File: src/rtl/uart_rx_pkg.sv
// Shared definitions for the UART receive controller.
//   rx_state_e : frame FSM state encoding
//   PAR_EVEN / PAR_ODD : encodings of the PAR_TYP input
package uart_rx_pkg;

  typedef enum logic [2:0] {
    IDLE,
    START,
    DATA,
    PARITY,
    STOP,
    WAIT_IDLE
  } rx_state_e;

  localparam logic PAR_EVEN = 1'b0;
  localparam logic PAR_ODD  = 1'b1;

endpackage

File: src/rtl/uart_rx_ctrl_if.sv
// Bundle of the UART receive controller's line, configuration and result signals.
//   master : the side that drives RX_IN and the configuration, and consumes the results
//   slave  : the receive controller itself
//   RX_IN      serial line, idle high, already synchronous to CLK
//   PRESCALE   CLK cycles per bit (8, 16 or 32)
//   PAR_EN     parity bit present; PAR_TYP 0 = even, 1 = odd
//   STOP2      1 = two stop bits
//   P_DATA     received word; Data_Valid one-cycle strobe
//   par_err    one-cycle parity error strobe; stp_err one-cycle stop error strobe
//   busy       high whenever the frame FSM is not idle
interface uart_rx_ctrl_if #(
  parameter int DATA_W = 8,
  parameter int PS_W   = 6
) ();

  logic              RX_IN;
  logic [PS_W-1:0]   PRESCALE;
  logic              PAR_EN;
  logic              PAR_TYP;
  logic              STOP2;
  logic [DATA_W-1:0] P_DATA;
  logic              Data_Valid;
  logic              par_err;
  logic              stp_err;
  logic              busy;

  modport master (
    output RX_IN, PRESCALE, PAR_EN, PAR_TYP, STOP2,
    input  P_DATA, Data_Valid, par_err, stp_err, busy
  );

  modport slave (
    input  RX_IN, PRESCALE, PAR_EN, PAR_TYP, STOP2,
    output P_DATA, Data_Valid, par_err, stp_err, busy
  );

endinterface

File: src/rtl/uart_rx_sampler.sv
// Oversampling edge counter and mid-bit sampler.
// The edge counter runs 0..prescale-1 inside each bit while run is high and is
// held at 0 otherwise, so the first cycle of a new frame always sees count 0.
// With H = prescale/2, the line is sampled at counts H-1 and H; at count H+1
// the bit is decided from those two samples plus the live line (majority), or
// from the count-H sample alone when MAJ_VOTE = 0.
//   CLK, RST  clock, asynchronous active-high reset
//   run       frame in progress (counter enable)
//   rx_in     serial line
//   prescale  latched CLK cycles per bit
//   bit_val   decided bit value, meaningful while dec_stb is high
//   dec_stb   decision point of the current bit
//   bnd_stb   last cycle of the current bit (counter wraps on the next edge)
module uart_rx_sampler #(
  parameter int PS_W     = 6,
  parameter bit MAJ_VOTE = 1'b1
) (
  input  logic            CLK,
  input  logic            RST,
  input  logic            run,
  input  logic            rx_in,
  input  logic [PS_W-1:0] prescale,
  output logic            bit_val,
  output logic            dec_stb,
  output logic            bnd_stb
);

  localparam logic [PS_W-1:0] ONE = PS_W'(1);

  logic [PS_W-1:0] edge_cnt;
  logic [PS_W-1:0] half;
  logic            smp_lo;
  logic            smp_mid;
  logic            maj;

  assign half    = prescale >> 1;
  assign dec_stb = run && (edge_cnt == half + ONE);
  assign bnd_stb = run && (edge_cnt == prescale - ONE);

  // The third vote is the live line at the decision count, so the decision
  // needs no extra cycle of latency.
  assign maj     = (smp_lo & smp_mid) | (smp_lo & rx_in) | (smp_mid & rx_in);
  assign bit_val = MAJ_VOTE ? maj : smp_mid;

  // NOTE: sequential state is updated with non-blocking assignments only, so
  // every flop samples values from before the clock edge regardless of order.
  always_ff @(posedge CLK or posedge RST) begin
    if (RST) begin
      edge_cnt <= '0;
      smp_lo   <= 1'b1;
      smp_mid  <= 1'b1;
    end else if (!run) begin
      edge_cnt <= '0;
    end else begin
      edge_cnt <= bnd_stb ? '0 : edge_cnt + ONE;
      if (edge_cnt == half - ONE) smp_lo  <= rx_in;
      if (edge_cnt == half)       smp_mid <= rx_in;
    end
  end

endmodule

File: src/rtl/uart_rx_ctrl.sv
// Parametrised UART receive controller: frame FSM, bit counter, deserializer
// and parity/stop checks around the oversampling sampler.
//   CLK, RST  oversampling clock, asynchronous active-high reset
//   bus       uart_rx_ctrl_if slave: RX_IN and configuration in, P_DATA,
//             Data_Valid, par_err, stp_err and busy out (all registered)
// Configuration is latched when a start bit is first seen, so mid-frame
// changes only affect the next frame. A frame ends at the decision point of
// its last stop bit, which leaves the rest of that bit to catch a
// back-to-back start edge.
module uart_rx_ctrl
  import uart_rx_pkg::*;
#(
  parameter int DATA_W   = 8,
  parameter int PS_W     = 6,
  parameter bit MAJ_VOTE = 1'b1
) (
  input logic          CLK,
  input logic          RST,
  uart_rx_ctrl_if.slave bus
);

  localparam int BC_W = $clog2(DATA_W);

  rx_state_e         state;
  logic [BC_W-1:0]   bit_cnt;
  logic [DATA_W-1:0] shreg;
  logic [PS_W-1:0]   prescale_q;
  logic              par_en_q;
  logic              par_typ_q;
  logic              stop2_q;
  logic              par_bad;

  logic              run;
  logic              bit_val;
  logic              dec_stb;
  logic              bnd_stb;
  logic              exp_par;
  logic              last_stop;

  // WAIT_IDLE only watches the raw line, so the sampler is parked there.
  assign run       = (state != IDLE) && (state != WAIT_IDLE);
  assign exp_par   = (par_typ_q == PAR_EVEN) ? ^shreg : ~^shreg;
  assign last_stop = !stop2_q || (bit_cnt != '0);

  uart_rx_sampler #(
    .PS_W     (PS_W),
    .MAJ_VOTE (MAJ_VOTE)
  ) u_sampler (
    .CLK      (CLK),
    .RST      (RST),
    .run      (run),
    .rx_in    (bus.RX_IN),
    .prescale (prescale_q),
    .bit_val  (bit_val),
    .dec_stb  (dec_stb),
    .bnd_stb  (bnd_stb)
  );

  always_ff @(posedge CLK or posedge RST) begin
    if (RST) begin
      state          <= IDLE;
      bit_cnt        <= '0;
      shreg          <= '0;
      prescale_q     <= '0;
      par_en_q       <= 1'b0;
      par_typ_q      <= 1'b0;
      stop2_q        <= 1'b0;
      par_bad        <= 1'b0;
      bus.P_DATA     <= '0;
      bus.Data_Valid <= 1'b0;
      bus.par_err    <= 1'b0;
      bus.stp_err    <= 1'b0;
      bus.busy       <= 1'b0;
    end else begin
      // NOTE: strobes default low every cycle, so each one is a single-cycle
      // pulse unless a branch below raises it on this edge.
      bus.Data_Valid <= 1'b0;
      bus.par_err    <= 1'b0;
      bus.stp_err    <= 1'b0;

      case (state)
        IDLE: begin
          if (!bus.RX_IN) begin
            state      <= START;
            bus.busy   <= 1'b1;
            bit_cnt    <= '0;
            par_bad    <= 1'b0;
            prescale_q <= bus.PRESCALE;
            par_en_q   <= bus.PAR_EN;
            par_typ_q  <= bus.PAR_TYP;
            stop2_q    <= bus.STOP2;
          end
        end

        START: begin
          // A start bit that votes high was a glitch: drop it silently.
          if (dec_stb && bit_val) begin
            state    <= IDLE;
            bus.busy <= 1'b0;
          end else if (bnd_stb) begin
            state   <= DATA;
            bit_cnt <= '0;
          end
        end

        DATA: begin
          if (dec_stb) shreg <= {bit_val, shreg[DATA_W-1:1]};
          if (bnd_stb) begin
            if (bit_cnt == BC_W'(DATA_W - 1)) begin
              bit_cnt <= '0;
              state   <= par_en_q ? PARITY : STOP;
            end else begin
              bit_cnt <= bit_cnt + BC_W'(1);
            end
          end
        end

        PARITY: begin
          // A bad parity bit is only remembered; the frame still runs to its stop bits.
          if (dec_stb && (bit_val != exp_par)) par_bad <= 1'b1;
          if (bnd_stb) begin
            state   <= STOP;
            bit_cnt <= '0;
          end
        end

        STOP: begin
          if (dec_stb) begin
            if (!bit_val) begin
              bus.stp_err <= 1'b1;
              state       <= WAIT_IDLE;
            end else if (last_stop) begin
              state    <= IDLE;
              bus.busy <= 1'b0;
              if (par_bad) begin
                bus.par_err <= 1'b1;
              end else begin
                bus.P_DATA     <= shreg;
                bus.Data_Valid <= 1'b1;
              end
            end
          end else if (bnd_stb) begin
            // Only reached after a good first stop bit of a two-stop frame.
            bit_cnt <= bit_cnt + BC_W'(1);
          end
        end

        WAIT_IDLE: begin
          if (bus.RX_IN) begin
            state    <= IDLE;
            bus.busy <= 1'b0;
          end
        end

        default: begin
          state    <= IDLE;
          bus.busy <= 1'b0;
        end
      endcase
    end
  end

endmodule

File: src/flat_wrapper.sv
// flat-port wrapper written by rule: the top's interface ports become plain ports
module uart_rx_ctrl_flat import uart_rx_pkg::*;
#(
  parameter int DATA_W   = 8,
  parameter int PS_W     = 6,
  parameter bit MAJ_VOTE = 1'b1
)
  (CLK, RST, bus_RX_IN, bus_PRESCALE, bus_PAR_EN, bus_PAR_TYP, bus_STOP2, bus_P_DATA, bus_Data_Valid, bus_par_err, bus_stp_err, bus_busy);
  uart_rx_ctrl_if #(.DATA_W(DATA_W), .PS_W(PS_W)) bus_i ();
  input logic CLK;
  input logic RST;
  input wire logic [$bits(bus_i.RX_IN)-1:0] bus_RX_IN;
  input wire logic [$bits(bus_i.PRESCALE)-1:0] bus_PRESCALE;
  input wire logic [$bits(bus_i.PAR_EN)-1:0] bus_PAR_EN;
  input wire logic [$bits(bus_i.PAR_TYP)-1:0] bus_PAR_TYP;
  input wire logic [$bits(bus_i.STOP2)-1:0] bus_STOP2;
  output wire logic [$bits(bus_i.P_DATA)-1:0] bus_P_DATA;
  output wire logic [$bits(bus_i.Data_Valid)-1:0] bus_Data_Valid;
  output wire logic [$bits(bus_i.par_err)-1:0] bus_par_err;
  output wire logic [$bits(bus_i.stp_err)-1:0] bus_stp_err;
  output wire logic [$bits(bus_i.busy)-1:0] bus_busy;
  assign bus_i.RX_IN = bus_RX_IN;
  assign bus_i.PRESCALE = bus_PRESCALE;
  assign bus_i.PAR_EN = bus_PAR_EN;
  assign bus_i.PAR_TYP = bus_PAR_TYP;
  assign bus_i.STOP2 = bus_STOP2;
  assign bus_P_DATA = bus_i.P_DATA;
  assign bus_Data_Valid = bus_i.Data_Valid;
  assign bus_par_err = bus_i.par_err;
  assign bus_stp_err = bus_i.stp_err;
  assign bus_busy = bus_i.busy;
  uart_rx_ctrl #(.DATA_W(DATA_W), .PS_W(PS_W), .MAJ_VOTE(MAJ_VOTE)) u_core (.CLK(CLK), .RST(RST), .bus(bus_i));
endmodule
File: config.mk
export PLATFORM = sky130hd
export DESIGN_NAME = uart_rx_ctrl_flat
export DESIGN_NICKNAME = d
export VERILOG_FILES = /design/src/rtl/uart_rx_pkg.sv /design/src/rtl/uart_rx_ctrl_if.sv /design/src/rtl/uart_rx_sampler.sv /design/src/rtl/uart_rx_ctrl.sv /design/src/flat_wrapper.sv
export SDC_FILE = /design/constraint.sdc
export NUM_CORES = 1
export LEC_CHECK = 0
export BUFFER_PORTS_ARGS = -buffer_cell sky130_fd_sc_hd__buf_2
export CAP_MARGIN = 30
export CORE_UTILIZATION = 55
export CTS_BUF_LIST = sky130_fd_sc_hd__clkbuf_4
export DETAILED_ROUTE_END_ITERATION = 6
export PLACE_DENSITY = 0.75
export SLEW_MARGIN = 15
export SYNTH_ARGS = -nofsm -noshare
export SYNTH_HDL_FRONTEND = slang
export SYNTH_SLANG_ARGS = --single-unit
File: constraint.sdc
create_clock -name CLK -period 5.7 [get_ports CLK]
set_input_delay 0.285 -clock CLK [delete_from_list [all_inputs] [get_ports CLK]]
set_output_delay 0.285 -clock CLK [all_outputs]
set_load 0.02 [all_outputs]
==> metrics <==
Clock power frac 11.5%; clock tree root buffer cell clkbuf_4; sequential share of power 40.9%; total vias in the final route 1,743; Final Non-Filler Cells 315; Post-synth EDFFs 0; gr usage total 20.49%; Tmin final 2.947 ns; Worst-Skew Late Latency 0.34 ns; Syn Std Cell Area 2521 sq um; RSZ-0062 raised after global routing false; postcts setup bufs 0; Detailed Route Iter0 Violations 130; Psw 0.5372 mW; Worst EP arrival 3.19 ns; Via density 5.533; async set or reset register ratio after synthesis 100.0%; WL/cell 14.30 um; FILL cells 372; maxcap violations 0; Achievable Freq 339.3 MHz; Setup crit start kind flip-flop; post-synthesis cell count 242; Yosys reg bits 44; Final Hold Violating Endpoints 0; register clock-pin slew on the reported worst setup and hold paths 0.13 ns; first-pass GRT wire length 7.969 mm; initial antenna violation count 0; Final ANT Viol Nets 0; leakage 1.253 nW; layout cells sized above 1 26.62%; headroom to the max-slew limit 60.74%; largest net degree at the start of global routing 45; TNS Setup 0 ns; CTS Hold Bufs 0; Max Root-Sink Buffers 2; status finished clean; synthesized net count 262; IO buf count 23; register area share after synthesis 43.77%; Synth cell types 52; vias in the first global route 1,733; R2R setup slack 2.75 ns; Setup Skew 0.005901 ns; Hold Crit Class in -> async; CTS tree yes; number of diodes 0; post-CTS sizing 0; worst ir drop on vdd 0.0002776 V; Worst EP required 5.94 ns; Max Slew Vio Count 0; chip width 69.71 um; Post-DP HPWL 3.330 mm; Net Sw Frac 43.05%; Sink Count 44; power per cell area 458.9 nW/um^2; cts bufs inserted 5; global route overflow 0; floorplan row count 24; Layout Nets 283; Gate power share 47.6%; DRC 0; GPL Wtd Cong 0.8608; worst slew pin tran 0.5845 ns; placed cell count 308; Primary FF master, synth dfrtp_1; Initial Utilization 57.51%; Layout area overhead 7.841%; Core ar. 4384 sq um; Post-Syn Area per Cell 10.42 sq um; Die Y 69.71 um; Initial DRT Pass Iterations 4; crit end category flip-flop; period utilization 51.70%; Warnings, synthesis 0; routed wire length 4.506 mm; die area 4859 sq um; num ports 24; critical path type reg -> reg; CP max FO 9; htree depth 2; final setup violating endpoints 0; Internal 0.7105 mW
[sequential cells by signal (all words and copies together), names as in the netlist]
| register | cells |
|---|---|
| u_core.state | 3 |
| u_core.par_typ_q | 1 |
| u_core.bus.Data_Valid | 1 |
| u_core.par_bad | 1 |
| u_core.bus.par_err | 1 |
| u_core.u_sampler.smp_lo | 1 |
| u_core.shreg | 8 |
| u_core.bit_cnt | 3 |
| u_core.par_en_q | 1 |
| u_core.bus.stp_err | 1 |
| u_core.u_sampler.smp_mid | 1 |
| u_core.bus.busy | 1 |
| u_core.stop2_q | 1 |
| u_core.u_sampler.edge_cnt | 6 |
| u_core.prescale_q | 6 |
| u_core.bus.P_DATA | 8 |
[cell usage in the layout, fill, tap and decap left out, types with 2 or more instances in the layout]
master and instances:
a21oi_1 7, a31oi_1 3, buf_2 23, buf_4 2
clkbuf_4 5, dfrtp_1 42, dfstp_2 2, ha_1 8
inv_1 12, mux2_2 25, mux2i_1 4, nand2_1 16
nand2b_1 3, nand3_1 5, nand4_1 2, nor2_1 24
nor3_1 3, nor3_2 2, nor4_1 2, o21ai_0 8
o22ai_1 2, or2_2 2, xnor2_1 19, xor2_1 10
[power groups by stage]
| stage | clock [mW] | sequential, mW | combinational [mW] |
|---|---|---|---|
| after global routing | 0.160 | 0.526 | 0.669 |
| after detailed placement | 0 | 0.517 | 0.594 |
| after floorplan | 0 | 0.444 | 0.554 |
| after global placement | 0 | 0.514 | 0.587 |
| final | 0.144 | 0.510 | 0.594 |
| after CTS | 0.152 | 0.510 | 0.597 |
[through the flow]
| step | power [mW] | util (%) | worst slack, ns | cell area (sq um) | hold WS [ns] |
|---|---|---|---|---|---|
| 2_1_floorplan | 0.9978 | - | 3.116 | 2521 | 0.4018 |
| 3_3_place_gp | 1.101 | 60.87 | 2.772 | 2669 | 0.4483 |
| 3_5_place_dp | 1.111 | 60.87 | 2.777 | 2669 | 0.4531 |
| 4_1_cts | 1.258 | 62.01 | 2.752 | 2719 | 0.05331 |
| 5_1_grt | 1.355 | 62.01 | 2.552 | 2719 | 0.09607 |
| 6_report | 1.248 | 62.01 | 2.753 | 2719 | 0.04640 |
[worst max-delay path: stages (launching register included)]
cell      delay [ns]
dfrtp_1         0.49
xor2_1          0.43
mux2i_1         0.23
a31oi_1         0.11
nand4b_2        0.31
or2_4           0.31
nor4_4          0.56
mux2_2          0.40
[routing by layer]
| layer | vias to the layer above | wire length, um | global-route usage (%) | share of wire, % |
|---|---|---|---|---|
| li1 | 881 | - | - | - |
| met1 | 822 | 2184 | 28.08 | 48 |
| met2 | 33 | 2148 | 33.12 | 48 |
| met3 | 7 | 118 | 3.198 | 2.6 |
| met4 | 0 | 54 | 7.333 | 1.2 |
| met5 | - | 0 | 0 | 0 |
[final cells by class]
| class | instances | area, sq um | area share [%] |
|---|---|---|---|
| Multi-Input combinational cell | 174 | 1321 | 48.60 |
| Sequential cell | 44 | 1104 | 40.59 |
| Timing Repair Buffer | 25 | 130.1 | 4.786 |
| Tap cell | 52 | 65.06 | 2.393 |
| Inverter | 13 | 48.80 | 1.795 |
| Clock buffer | 5 | 37.54 | 1.381 |
| Clock inverter | 2 | 12.51 | 0.4602 |
[synth_stat cells (2+ instances only)]
| cell | n | area, sq um |
|---|---|---|
| a21oi_1 | 7 | 35.03 |
| a31oi_1 | 3 | 18.77 |
| buf_2 | 4 | 20.02 |
| buf_4 | 2 | 15.01 |
| clkbuf_1 | 5 | 18.77 |
| dfrtp_1 | 42 | 1051 |
| dfstp_2 | 2 | 52.55 |
| ha_1 | 8 | 100.1 |
| inv_1 | 13 | 48.80 |
| mux2_2 | 25 | 281.5 |
| mux2i_1 | 4 | 40.04 |
| nand2_1 | 16 | 60.06 |
| nand2b_1 | 3 | 18.77 |
| nand3_1 | 5 | 25.02 |
| nand4_1 | 2 | 12.51 |
| nor2_1 | 24 | 90.09 |
| nor3_1 | 3 | 15.01 |
| nor3_2 | 2 | 20.02 |
| nor4_1 | 3 | 18.77 |
| o21ai_0 | 8 | 40.04 |
| o22ai_1 | 2 | 12.51 |
| or2_2 | 2 | 12.51 |
| xnor2_1 | 19 | 166.4 |
| xor2_1 | 10 | 87.58 |
[logic make-up after synthesis]
| kind of cell | share of synthesized area (%) |
|---|---|
| AOI/OAI and AO/OA | 9.132 |
| xor gates and xnor gates | 10.72 |
| adders and majority gates | 4.367 |
| buffers and inverters | 4.070 |
| DFF | 43.77 |
| muxes | 13.35 |
| and+or+nand+nor | 14.59 |
[path summary, 6_finish.rpt]
check / cells after the start / end / startpoint
worst max-delay path: 7 / u_core.bus.P_DATA[6] / u_core.prescale_q[5]
worst min-delay path: 3 / u_core.u_sampler.edge_cnt[5] / RST
worst max register to register: 7 / u_core.bus.P_DATA[6] / u_core.prescale_q[5]
worst min register to register: 1 / u_core.bus.P_DATA[4] / u_core.bus.P_DATA[4]
max in group asynchronous: 3 / u_core.u_sampler.smp_lo / RST
min in group CLK: 3 / u_core.prescale_q[2] / bus_PRESCALE[2]
Note: power is estimated with default switching activity, not from simulation.
